**config.mk**
```make
export PLATFORM = sky130hd
export DESIGN_NAME = timer_counter_flat
export DESIGN_NICKNAME = d
export VERILOG_FILES = /design/src/rtl/timer_counter_if.sv /design/src/rtl/timer_counter.sv /design/src/flat_wrapper.sv
export SDC_FILE = /design/constraint.sdc
export NUM_CORES = 1
export LEC_CHECK = 0
export ABC_AREA = 1
export CAP_MARGIN = 25
export CORE_ASPECT_RATIO = 0.9
export CORE_UTILIZATION = 30
export DETAILED_ROUTE_END_ITERATION = 8
export SYNTH_ARGS = -nofsm -noshare
export SYNTH_HDL_FRONTEND = slang
export SYNTH_SLANG_ARGS = --single-unit
export TNS_END_PERCENT = 20
```
**constraint.sdc**
```tcl
create_clock -name clk -period 2.5 [get_ports clk]
set_input_delay 0.5 -clock clk [delete_from_list [all_inputs] [get_ports clk]]
set_output_delay 0.5 -clock clk [all_outputs]
set_load 0.1 [all_outputs]
```
**src/rtl/timer_counter_if.sv**
```systemverilog
// timer_counter_if: data-side bus from the M stage into the timer, plus read data and irq back
interface timer_counter_if;
    logic [31:0] addr;
    logic [3:0]  byteen;
    logic [31:0] wdata;
    logic [31:0] rdata;
    logic        irq;
    modport master (output addr, byteen, wdata, input rdata, irq);
    modport slave (input addr, byteen, wdata, output rdata, irq);
endinterface

```
**src/rtl/timer_counter.sv**
```systemverilog
// timer_counter: memory-mapped down-counting timer with level irq; TC_WRITE_BYTEEN_EN selects per-byte register writes
module timer_counter #(
    parameter logic [31:0] BASE_ADDR = 32'h0000_7F00
) (
    input  logic           clk,
    input  logic           reset,
    timer_counter_if.slave bus
);
    typedef enum logic [1:0] {IDLE, LOAD, CNT, INT} state_t;
    state_t      state, state_nx;
    logic [3:0]  ctrl;
    logic [31:0] preset, count, mask;
    logic        irq_flag, hit, wr_ctrl, wr_preset, reload, expire, unused;
    assign hit       = bus.addr[31:4] == BASE_ADDR[31:4];
    assign wr_ctrl   = hit && |bus.byteen && bus.addr[3:2] == 2'd0;
    assign wr_preset = hit && |bus.byteen && bus.addr[3:2] == 2'd1;
    assign reload    = ctrl[2:1] == 2'b01;
    assign expire    = state == CNT && ctrl[0] && count == '0;
    assign unused    = ^bus.addr[1:0];
`ifdef TC_WRITE_BYTEEN_EN
    assign mask = {{8{bus.byteen[3]}}, {8{bus.byteen[2]}}, {8{bus.byteen[1]}}, {8{bus.byteen[0]}}};
`else
    assign mask = '1;
`endif
    // state register
    always_ff @(posedge clk or posedge reset) begin
        if (reset) state <= IDLE;
        else       state <= state_nx;
    end
    // next-state logic; reserved modes behave as one-shot
    always_comb begin
        state_nx = state;
        case (state)
            IDLE:    state_nx = ctrl[0] ? LOAD : IDLE;
            LOAD:    state_nx = CNT;
            CNT:     state_nx = !ctrl[0] ? IDLE : count == '0 ? INT : CNT;
            default: state_nx = reload ? LOAD : IDLE;
        endcase
    end
    // registers: bus writes beat the one-shot EN clear, expiry beats the write-clear of irq_flag
    always_ff @(posedge clk or posedge reset) begin
        if (reset) begin
            ctrl     <= '0;
            preset   <= '0;
            count    <= '0;
            irq_flag <= 1'b0;
        end else begin
            if (wr_ctrl)                   ctrl <= (ctrl & ~mask[3:0]) | (bus.wdata[3:0] & mask[3:0]);
            else if (state == INT && !reload) ctrl <= {ctrl[3:1], 1'b0};
            if (wr_preset) preset <= (preset & ~mask) | (bus.wdata & mask);
            if (state == LOAD)                          count <= preset;
            else if (state == CNT && ctrl[0] && count != '0) count <= count - 32'd1;
            if (expire)                                    irq_flag <= 1'b1;
            else if (wr_ctrl || wr_preset || (state == INT && reload)) irq_flag <= 1'b0;
        end
    end
    // outputs: same-cycle read mux and level interrupt
    always_comb begin
        bus.rdata = !hit ? '0 :
                    bus.addr[3:2] == 2'd0 ? {28'd0, ctrl} :
                    bus.addr[3:2] == 2'd1 ? preset :
                    bus.addr[3:2] == 2'd2 ? count : '0;
        bus.irq   = ctrl[3] & irq_flag;
    end
endmodule

```
**src/flat_wrapper.sv**
```systemverilog
// flat-port wrapper written by rule: the top's interface ports become plain ports
module timer_counter_flat 
#(
    parameter logic [31:0] BASE_ADDR = 32'h0000_7F00
)
  (clk, reset, bus_addr, bus_byteen, bus_wdata, bus_rdata, bus_irq);
  timer_counter_if bus_i ();
  input  logic clk;
  input  logic reset;
  input wire logic [$bits(bus_i.addr)-1:0] bus_addr;
  input wire logic [$bits(bus_i.byteen)-1:0] bus_byteen;
  input wire logic [$bits(bus_i.wdata)-1:0] bus_wdata;
  output wire logic [$bits(bus_i.rdata)-1:0] bus_rdata;
  output wire logic [$bits(bus_i.irq)-1:0] bus_irq;
  assign bus_i.addr = bus_addr;
  assign bus_i.byteen = bus_byteen;
  assign bus_i.wdata = bus_wdata;
  assign bus_rdata = bus_i.rdata;
  assign bus_irq = bus_i.irq;
  timer_counter #(.BASE_ADDR(BASE_ADDR)) u_core (.clk(clk), .reset(reset), .bus(bus_i));
endmodule
```
==> Word-level counts from Yosys, hierarchy flattened <==
Cells that the tools add are included.
{ "totals": {"regBits": 71, "inputBits": 70, "word_cells": 49} }
{ "op_classes": {"addsub": 1, "n_eq_ne": 7, "muxes": 15, "bitwise": 1, "reduce_logical": 19} }
{ "op_table": {"columns": ["op", "n"], "rows": [
  ["$mux 32", 6],
  ["$logic_not 32->1", 1],
  ["$reduce_bool 32->1", 1],
  ["$sub 32x1->32 const B", 1],
  ["$eq 28x11->1 const B", 1],
  ["$logic_and 1x1->1", 8],
  ["$eq 2x1->1 const B", 3],
  ["$eq 2x2->1 const B", 3],
  ["$mux 1", 6],
  ["$pmux 2 s3", 1],
  ["$reduce_bool 2->1", 3],
  ["$logic_not 2->1", 2],
  ["$mux 4", 1],
  ["$reduce_or 4->1", 1],
  ["$logic_or 1x1->1", 2],
  ["$mux 2", 1],
  ["$and 1x1->1", 1],
  ["$logic_not 1->1", 1]
]} }

==> Longest topological paths before layout <==
Gate-level depths: netlist of the first run.
{ "logic_depth": {"depth_word": 7, "ltp_mapped": 11, "depth_no_buf": 10} }

==> Worst setup path before layout of the first run <==
No wires, ideal clock.
{ "synth_path": {"path_type": "input to output", "from": "input port bus_addr[2]", "to": "output port bus_rdata[21]", "arrival_time_ns": 2.834, "required_ns": 2.000, "setup_slack_ns": -0.834, "path_stages": 6, "path_buffers": 2, "cell_sequence": "inv_1 > nor2_1 > clkbuf_1 > buf_1 > nand2_1 > a21oi_1"} }
{ "synth_via": {"elab_chain_cells": 5} }
{ "synth_lines": {"columns": ["element", "line_no", "text"], "rows": [
  ["from (decl)", "flat_wrapper.sv:10", "input wire logic [$bits(bus_i.addr)-1:0] bus_addr;"],
  ["$eq 2x2->1", "timer_counter.sv:62", "bus.addr[3:2] == 2'd2 ? count : '0;"],
  ["$mux 32", "timer_counter.sv:62", null],
  ["$mux 32", "timer_counter.sv:61", "bus.addr[3:2] == 2'd1 ? preset :"],
  ["$mux 32 *", "timer_counter.sv:60", "bus.addr[3:2] == 2'd0 ? {28'd0, ctrl} :"],
  ["$mux 32 *", "timer_counter.sv:59", "bus.rdata = !hit ? '0 :"],
  ["to (decl)", "flat_wrapper.sv:13", "output wire logic [$bits(bus_i.rdata)-1:0] bus_rdata;"]
]} }
Every way passes the cells marked *; elsewhere a longest branch is shown, timed or not.

==> Worst setup path in the final report of the first run <==
{ "layout_path": {"from": "input port bus_addr[3]", "to": "output port bus_rdata[11]"} }
The elaborated chain is that of the path after synthesis.

==> impl_metrics.ini, run 1 <==
[worst_setup_path]
arrival_ns = 1.95
crit_buf_inv = 4
crit_family = buffers and inverters
cp_slowest_cell = clkdlybuf4s50_1
crit_type = in -> out
r2r-start = u_core.count[0]
startpoint_type = primary input
cp-startpoint = bus_addr[3]
crit_path_end_kind = primary output
crit_chain = clkdlybuf4s50_1 > inv_1 > nor2_4 > buf_6 > nand2_1 > a21oi_4 > buf_12
cp.required_ns = 2.00
slowest_delay_ns = 0.52
path_max_fanout = 14
ff2ff_setup_slack_ns = 0.46

[clock_tree]
hold_buffers = 0
cts.htree.levels = 3
cts_sinks = 71
clock_tree.buffer_depth = 2
cts_root_buf = clkbuf_16
cts_tree = built
clkLatencyLatePin_ns = 0.34
clkTransAtPathRegs_ns = 0.06
numCtsBuffers = 9

[timing]
setup_violations = 0
tightest_slew_ns = 0.422
rsz0062_at_grt = yes
hold_violations = 0
max_slew_margin_pct = 71.8
period_share_pct = 97.8
fin_worst_skew_ns = 0.00489
fmax_ghz = 0.409
final.min_clock_period_ns = 2.45
report.final.slew_viol_count = 0
hold-worst-slack_ns = 0.450

[power_and_ir_drop]
combPwrFrac_pct = 7.1
power_mw = 2.46
p_per_area_mw_per_mm2 = 353
switching_share_pct = 22.3
internal_power_mw = 1.91
p_switching_mw = 0.550
seqPwrFrac_pct = 46.7
vdd_drop_max_mv = 0.262
power.leakage_nw = 3.34
p_clk_share_pct = 46.2

[route]
vias_per_cell = 4.67
dr.pass1.iters = 5
vias = 4791
drt-initial-drc-count = 252
post_drt_wl_per_cell_um = 13.6
drc = 0
ant_nets = 0
wl_mm = 13.9

[worst_hold_path]
hold_class = in -> async

[synth]
avgSynthCellArea_um2 = 6.44
synth.distinct_cells = 28
ys_warn_count = 0
synth_nets = 785
yosysTopAreaCell = dfrtp_1
ys_ff_latch = 71
synthCells = 714
syn_area_mm2 = 0.00460
synth_top_cell_area_share_pct = 38.6
synth.yosys.seq_area_share_pct = 38.6
synthTopCellsByArea = dfrtp_1, nand2_1, nor2_1

[die]
row_count = 42
ios = 103
die_area_mm2 = 0.0158
coreArea_mm2 = 0.0148
chipHeight_um = 119
start_util_pct = 31.0
die_w_um = 132

[layout]
drive_gt1_share_pct = 15.1
layoutNonFillerInstCount = 1025
final_nets = 893
antennaDiodeCount = 0
fillers = 1539
syn2layout_area_growth_pct = 51.9

[global_route]
top_usage_layer = met2
grt_max_degree = 66
use_met3_pct = 2.81
grt_pass1_vias = 4790
grt_usage_pct = 18.5
overflow = 0
grt_first_pass_wirelength_mm = 23.4
antenna_found_initial = 0
gr-usage-met2_pct = 29.5
use_met1_pct = 25.7

[placement]
port_buffers = 100
dpl.hpwl_mm = 10.3
dp.cells = 1005
gp_congestion = 0.911

[status]
status = finished clean

[flow_run]
maxCapViolations = 0
==> layer usage <==
metal	vias up	part of all wire [%]	wire length, um
met4	0	1.4	189
met3	15	4.3	599
met1	2220	48	6750
met2	93	46	6380
met5	-	0	0
li1	2463	-	-
==> cell usage in the layout (no fill, tap or decap), types with 3 or more instances in the layout <==
cell / n
nor2_4: 11
nand2_1: 266
dlymetal6s2s_1: 14
a21oi_1: 6
nor2_2: 5
a21boi_1: 3
clkdlybuf4s50_1: 38
nand2_2: 3
dlygate4sd2_1: 13
clkinv_2: 5
xor2_1: 7
nand3b_1: 8
a21boi_0: 9
buf_4: 16
nand4_1: 11
nor2_1: 79
nand3_1: 46
buf_6: 3
buf_12: 36
clkbuf_16: 11
o21ai_0: 46
a21oi_4: 26
inv_1: 74
dfrtp_1: 71
==> registers in the layout, indices dropped and copies added, names as in the netlist <==
register and count:
u_core.ctrl 4, u_core.state 2, u_core.irq_flag 1, u_core.preset 32, u_core.count 32
==> per-stage QoR <==
step	utilization (%)	instance area, um^2	setup WS [ns]	TNS (ns)
finish	47.1	6980	0.0545	0
floorplan	-	4750	-0.542	-6.12
detailed placement	43.3	6410	-0.107	-1.98
global placement	43.3	6410	-0.0893	-1.54
CTS	45.8	6790	-0.0489	-0.0774
global route	47.1	6980	-0.0188	-0.0310
==> worst paths after layout <==
| path | cells after the start | endpoint |
|---|---|---|
| worst max-delay path | 7 | bus_rdata[11] |
| worst min-delay path | 2 | u_core.preset[7] |
| worst max register to register | 10 | u_core.count[17] |
| worst min register to register | 2 | u_core.preset[2] |
| max in group asynchronous | 3 | u_core.count[31] |
| min in group clk | 2 | u_core.preset[2] |
==> final cells by class <==
type | instances | area (um^2) | share of cell area [%]
Timing Repair Buffer | 125 | 1630 | 23.3
Sequential cell | 71 | 1780 | 25.4
Clock buffer | 11 | 233 | 3.33
Clock inverter | 5 | 25.0 | 0.358
Inverter | 76 | 290 | 4.16
Tap cell | 198 | 248 | 3.55
Multi-Input combinational cell | 539 | 2780 | 39.8
==> logic make-up after synthesis <==
logic type,Yosys count,synth area share (%)
simple gates,432,38.9
compound gates,99,11.9
buf+inv,104,8.87
fa+ha+maj,1,0.272
flops,71,38.6
xor+xnor,7,1.33
==> power by group through the flow <==
stage,sequential (mW),combinational [mW],clock (mW)
after CTS,1.15,0.173,1.17
after detailed placement,1.17,0.180,0
after global placement,1.17,0.179,0
after global routing,1.15,0.194,1.23
final,1.15,0.174,1.14
after floorplan,1.17,0.0488,0
==> synthesized netlist by cell type <==
cell type and n:
a21boi_0 9, a21boi_1 3, a21oi_1 34, a221oi_1 1
a31oi_1 1, buf_1 1, buf_2 5, buf_4 1
buf_6 1, clkbuf_1 20, dfrtp_1 71, ha_1 1
inv_1 76, nand2_1 267, nand2_2 2, nand3_1 47
nand3b_1 8, nand4_1 11, nor2_1 89, nor2_2 1
nor2_4 5, nor3_1 1, nor3_2 1, o21ai_0 46
o21ai_4 1, o21bai_1 1, o22ai_1 3, xor2_1 7
==> what timing repair did <==
item,CTS,global route
pin swaps,0,15
cloned,0,2
buffers inserted,0,2
gates resized for setup,36,36
hold endpoints to repair,0,0
setup endpoints to repair,32,33
No activity file was read; power rests on OpenSTA's default activity.
==> run 2, diff against run 1 <==
--- a/config.mk
+++ b/config.mk
@@ -8,6 +8,7 @@
 export ABC_AREA = 1
 export CAP_MARGIN = 25
 export CORE_ASPECT_RATIO = 0.9
+export CORE_MARGIN = 2
 export CORE_UTILIZATION = 30
 export DETAILED_ROUTE_END_ITERATION = 8
 export SYNTH_ARGS = -nofsm -noshare
==> impl_metrics.ini, run 2 (same netlist as run 1, synthesis figures left out) <==
[route]
wl_mm = 14.2
post_drt_wl_per_cell_um = 13.8
vias_per_cell = 4.68
dr.pass1.iters = 6
ant_nets = 0
drc = 0
drt-initial-drc-count = 241
vias = 4807

[global_route]
grt_usage_pct = 18.3
antenna_found_initial = 0
grt_first_pass_wirelength_mm = 23.7
grt_pass1_vias = 4734
overflow = 0
grt_max_degree = 66

[timing]
layout_setup_ws_ns = 0.0527
fin_worst_skew_ns = 0.00855
max_slew_margin_pct = 53.7
tightest_slew_ns = 0.694
final.min_clock_period_ns = 2.45
period_share_pct = 97.9
rsz0062_at_grt = yes
report.final.slew_viol_count = 0
setup_violations = 0
fmax_ghz = 0.409
hold_violations = 0

[die]
coreArea_mm2 = 0.0149
row_count = 42
start_util_pct = 30.9
die_area_mm2 = 0.0163
die_w_um = 134
ios = 103
chipHeight_um = 121

[clock_tree]
cts.htree.levels = 3
cts_sinks = 71
clock_tree.buffer_depth = 2
numCtsBuffers = 9
hold_buffers = 0
cts_tree = built
clkLatencyLatePin_ns = 0.35
cts_root_buf = clkbuf_16
clkTransAtPathRegs_ns = 0.05

[placement]
port_buffers = 100
pre_cts_slack_ns = -0.134
dp.cells = 1003
gp_congestion = 0.902
dpl.hpwl_mm = 10.1

[worst_setup_path]
path_max_fanout = 8
crit_path_end_kind = primary output
ff2ff_path_depth = 10
arrival_ns = 1.95
cp.required_ns = 2.00
startpoint_type = primary input
crit_type = in -> out

[layout]
final_cell_mix = nand2_1, nor2_1, inv_1
antennaDiodeCount = 0
regArea_mm2 = 0.00178
layoutNonFillerInstCount = 1027
final_common_cell = nand2_1
drive_gt1_share_pct = 15.6
fillers = 1504
final_util_pct = 47.7
multi_input_area_mm2 = 0.00280
final_nets = 897
syn2layout_area_growth_pct = 54.2
reg_top3 = u_core.count x32, u_core.preset x32, u_core.ctrl x4

[power_and_ir_drop]
p_per_area_mw_per_mm2 = 356
seqPwrFrac_pct = 45.6
combPwrFrac_pct = 7.6
internal_power_mw = 1.98
vdd_drop_max_mv = 0.312
p_switching_mw = 0.546
power.leakage_nw = 3.30
p_clk_share_pct = 46.8
switching_share_pct = 21.7

[worst_hold_path]
whs_path_depth = 2
hold_class = reg -> reg

[flow_run]
maxCapViolations = 0

[status]
status = finished clean
-- run 2: cell count changes in the layout (fill, tap and decap cells not counted), moves of 2 or more --
cell             previous run  this run
clkdlybuf4s15_1             2         8
clkinv_2                    5         1
clkbuf_8                    0         2
buf_4                      16        14
buf_12                     36        40
dlygate4sd2_1              13        20
dlymetal6s2s_1             14         1
-- run 2: final cells by class --
| class | instances | area share, % |
|---|---|---|
| multi-input cells | 539 | 39.5 |
| well taps | 198 | 3.50 |
| clock buffers | 13 | 3.67 |
| inverters | 76 | 4.06 |
| flip-flops and latches | 71 | 25.1 |
| repair buffers | 129 | 24.2 |
| clock inverters | 1 | 0.0706 |
-- run 2: power groups by stage --
stage | sequential, mW | combinational, mW | clock [mW]
floorplan | 1.17 | 0.0488 | 0
global placement | 1.17 | 0.181 | 0
detailed placement | 1.17 | 0.182 | 0
CTS | 1.15 | 0.167 | 1.21
global route | 1.15 | 0.212 | 1.25
finish | 1.15 | 0.192 | 1.18
-- run 2: path summary, 6_finish.rpt --
kind,endpoint,slack [ns],from
max,bus_rdata[1],0.05,bus_addr[3]
min,u_core.count[0],0.48,u_core.count[0]
max reg2reg,u_core.count[17],0.45,u_core.count[0]
min reg2reg,u_core.count[0],0.48,u_core.count[0]
max in group asynchronous,u_core.preset[26],1.49,reset
min in group asynchronous,u_core.preset[6],0.49,reset
-- run 2: metrics by stage --
step	hold WS, ns	cell area (um^2)	total power [mW]	TNS, ns
2_1_floorplan	0.449	4750	1.22	-6.12
3_3_place_gp	0.463	6410	1.35	-2.88
3_5_place_dp	0.473	6410	1.35	-2.55
4_1_cts	0.487	6900	2.53	-0.0177
5_1_grt	0.512	7090	2.61	-0.0529
6_report	0.484	7090	2.52	0
-- run 2: what timing repair did --
action | CTS | global route
pin swaps | 23 | 15
endpoints found under the hold margin | 0 | 0
buffers inserted | 3 | 3
gates cloned | 2 | 2
endpoints found under the setup margin | 29 | 40
resized for setup | 52 | 31
-- run 2: critical path, stage by stage --
cell and delay [ns]:
clkdlybuf4s50_1 0.53, nor2_4 0.05, buf_12 0.14, clkbuf_16 0.16, a221oi_2 0.32, nor2_4 0.06, buf_12 0.17
-- run 2: layer usage --
layer	track usage (%)	wire length, um
met1	25.2	6810
met2	29.2	6630
met3	3.55	575
met5	0	0
met4	5.20	197
==> run 3, diff against run 2 <==
--- a/config.mk
+++ b/config.mk
@@ -11,6 +11,8 @@
 export CORE_MARGIN = 2
 export CORE_UTILIZATION = 30
 export DETAILED_ROUTE_END_ITERATION = 8
+export GPL_TIMING_DRIVEN = 0
+export SLEW_MARGIN = 10
 export SYNTH_ARGS = -nofsm -noshare
 export SYNTH_HDL_FRONTEND = slang
 export SYNTH_SLANG_ARGS = --single-unit
==> impl_metrics.ini, run 3 (same netlist as run 1, synthesis figures left out) <==
[die]
start_util_pct = 30.9
coreArea_mm2 = 0.0149
row_count = 42
die_area_mm2 = 0.0163
die_w_um = 134
chipHeight_um = 121
ios = 103

[layout]
antennaDiodeCount = 0
drive_gt1_share_pct = 14.8
final_cell_mix = nand2_1, nor2_1, inv_1
final_common_cell = nand2_1
reg_top3 = u_core.count x32, u_core.preset x32, u_core.ctrl x4
final_util_pct = 46.8
syn2layout_area_growth_pct = 51.4
layoutNonFillerInstCount = 1034
final_nets = 904

[clock_tree]
cts_sinks = 71
clkTransAtPathRegs_ns = 0.05
cts.htree.levels = 3
clock_tree.buffer_depth = 2
hold_buffers = 0
cts_root_buf = clkbuf_16
cts_tree = built
numCtsBuffers = 9
clkLatencyLatePin_ns = 0.35

[route]
vias = 4872
vias_per_cell = 4.71
post_drt_wl_per_cell_um = 14.5
dr.pass1.iters = 6
drc = 0
ant_nets = 0
wl_mm = 15.0
drt-initial-drc-count = 278

[worst_setup_path]
crit_type = in -> out
arrival_ns = 1.89
path_max_fanout = 8
crit_path_end_kind = primary output
startpoint_type = primary input
cp.required_ns = 2.00

[global_route]
grt_max_degree = 60
antenna_found_initial = 0
grt_first_pass_wirelength_mm = 24.8
grt_pass1_vias = 4784
overflow = 0
use_met1_pct = 27.0
grt_usage_pct = 19.5
use_met3_pct = 4.39
top_usage_layer = met2
gr-usage-met2_pct = 30.8

[timing]
setup_violations = 0
rsz0062_at_grt = yes
fmax_ghz = 0.418
final.min_clock_period_ns = 2.39
report.final.slew_viol_count = 0
tightest_slew_ns = 0.971
max_slew_margin_pct = 35.1
period_share_pct = 95.8
fin_worst_skew_ns = 0.00526
hold-worst-slack_ns = 0.420
hold_violations = 0

[placement]
dpl.hpwl_mm = 11.0
port_buffers = 100
dp.cells = 1013
gp_congestion = 0.927

[power_and_ir_drop]
p_per_area_mw_per_mm2 = 370
vdd_drop_max_mv = 0.257
power_mw = 2.57
power.leakage_nw = 3.30

[status]
status = finished clean

[flow_run]
maxCapViolations = 0

[worst_hold_path]
hold_class = in -> async
-- run 3: changes by cell type in the layout (fill, tap and decap cells not counted), sizes merged, moves of 3 or more --
cell	delta
buf	-13
clkbuf	+26
clkdlybuf4s15	+3
dlygate4sd2	-10
dlymetal6s2s	+4
-- run 3: path summary, 6_finish.rpt --
| kind | from | endpoint | slack, ns | cells after the start |
|---|---|---|---|---|
| worst max register to register | u_core.count[0] | u_core.count[30] | 0.47 | 9 |
| max in group asynchronous | reset | u_core.count[26] | 1.54 | 3 |
| worst max-delay path | bus_addr[19] | bus_rdata[16] | 0.11 | 10 |
| min in group clk | u_core.count[0] | u_core.count[0] | 0.48 | 2 |
| worst min-delay path | reset | u_core.preset[14] | 0.42 | 2 |
| worst min register to register | u_core.count[0] | u_core.count[0] | 0.48 | 2 |
-- run 3: worst max-delay path, stage by stage --
cell	delay, ns
clkdlybuf4s15_1	0.16
nor2_1	0.09
nand2_1	0.05
nor2_1	0.12
nand2_1	0.10
nor2_4	0.13
clkinv_4	0.17
clkbuf_16	0.22
a21oi_4	0.15
buf_12	0.19
-- run 3: final cells by class --
cell class / instances / area (um^2)
fill: 1468 / 7910
multi-input combinational: 539 / 2760
sequential: 71 / 1780
timing repair buffer: 108 / 1360
inverter: 76 / 293
clock buffer: 14 / 284
tap: 198 / 248
buffer: 28 / 233
-- run 3: report_power, final --
part / internal (mW) / switching [mW] / total (mW)
combinational: 0.103 / 0.0747 / 0.178
clock: 0.769 / 0.475 / 1.24
sequential: 1.15 / 0.0000000843 / 1.15
-- run 3: metal layers --
metal / routed length, um / part of all wire (%)
met2: 6770 / 45
met3: 715 / 4.8
met1: 7240 / 48
met5: 0 / 0
met4: 239 / 1.6
-- run 3: stage by stage --
stage,TNS [ns],cell area (um^2),worst slack [ns]
final,0,6960,0.105
after global routing,0,6960,0.000676
after CTS,0,6900,0.0365
after detailed placement,-50.52,6020,-1.82
after global placement,-125.36,5990,-1.75
after floorplan,-6.12,4750,-0.542
-- run 3: what timing repair did --
item                       4_1_cts  5_1_grt
gates cloned                     3        0
setup endpoints to repair       32       52
buffers inserted                 3        1
resized for setup              358       40
pin swaps                       20       19
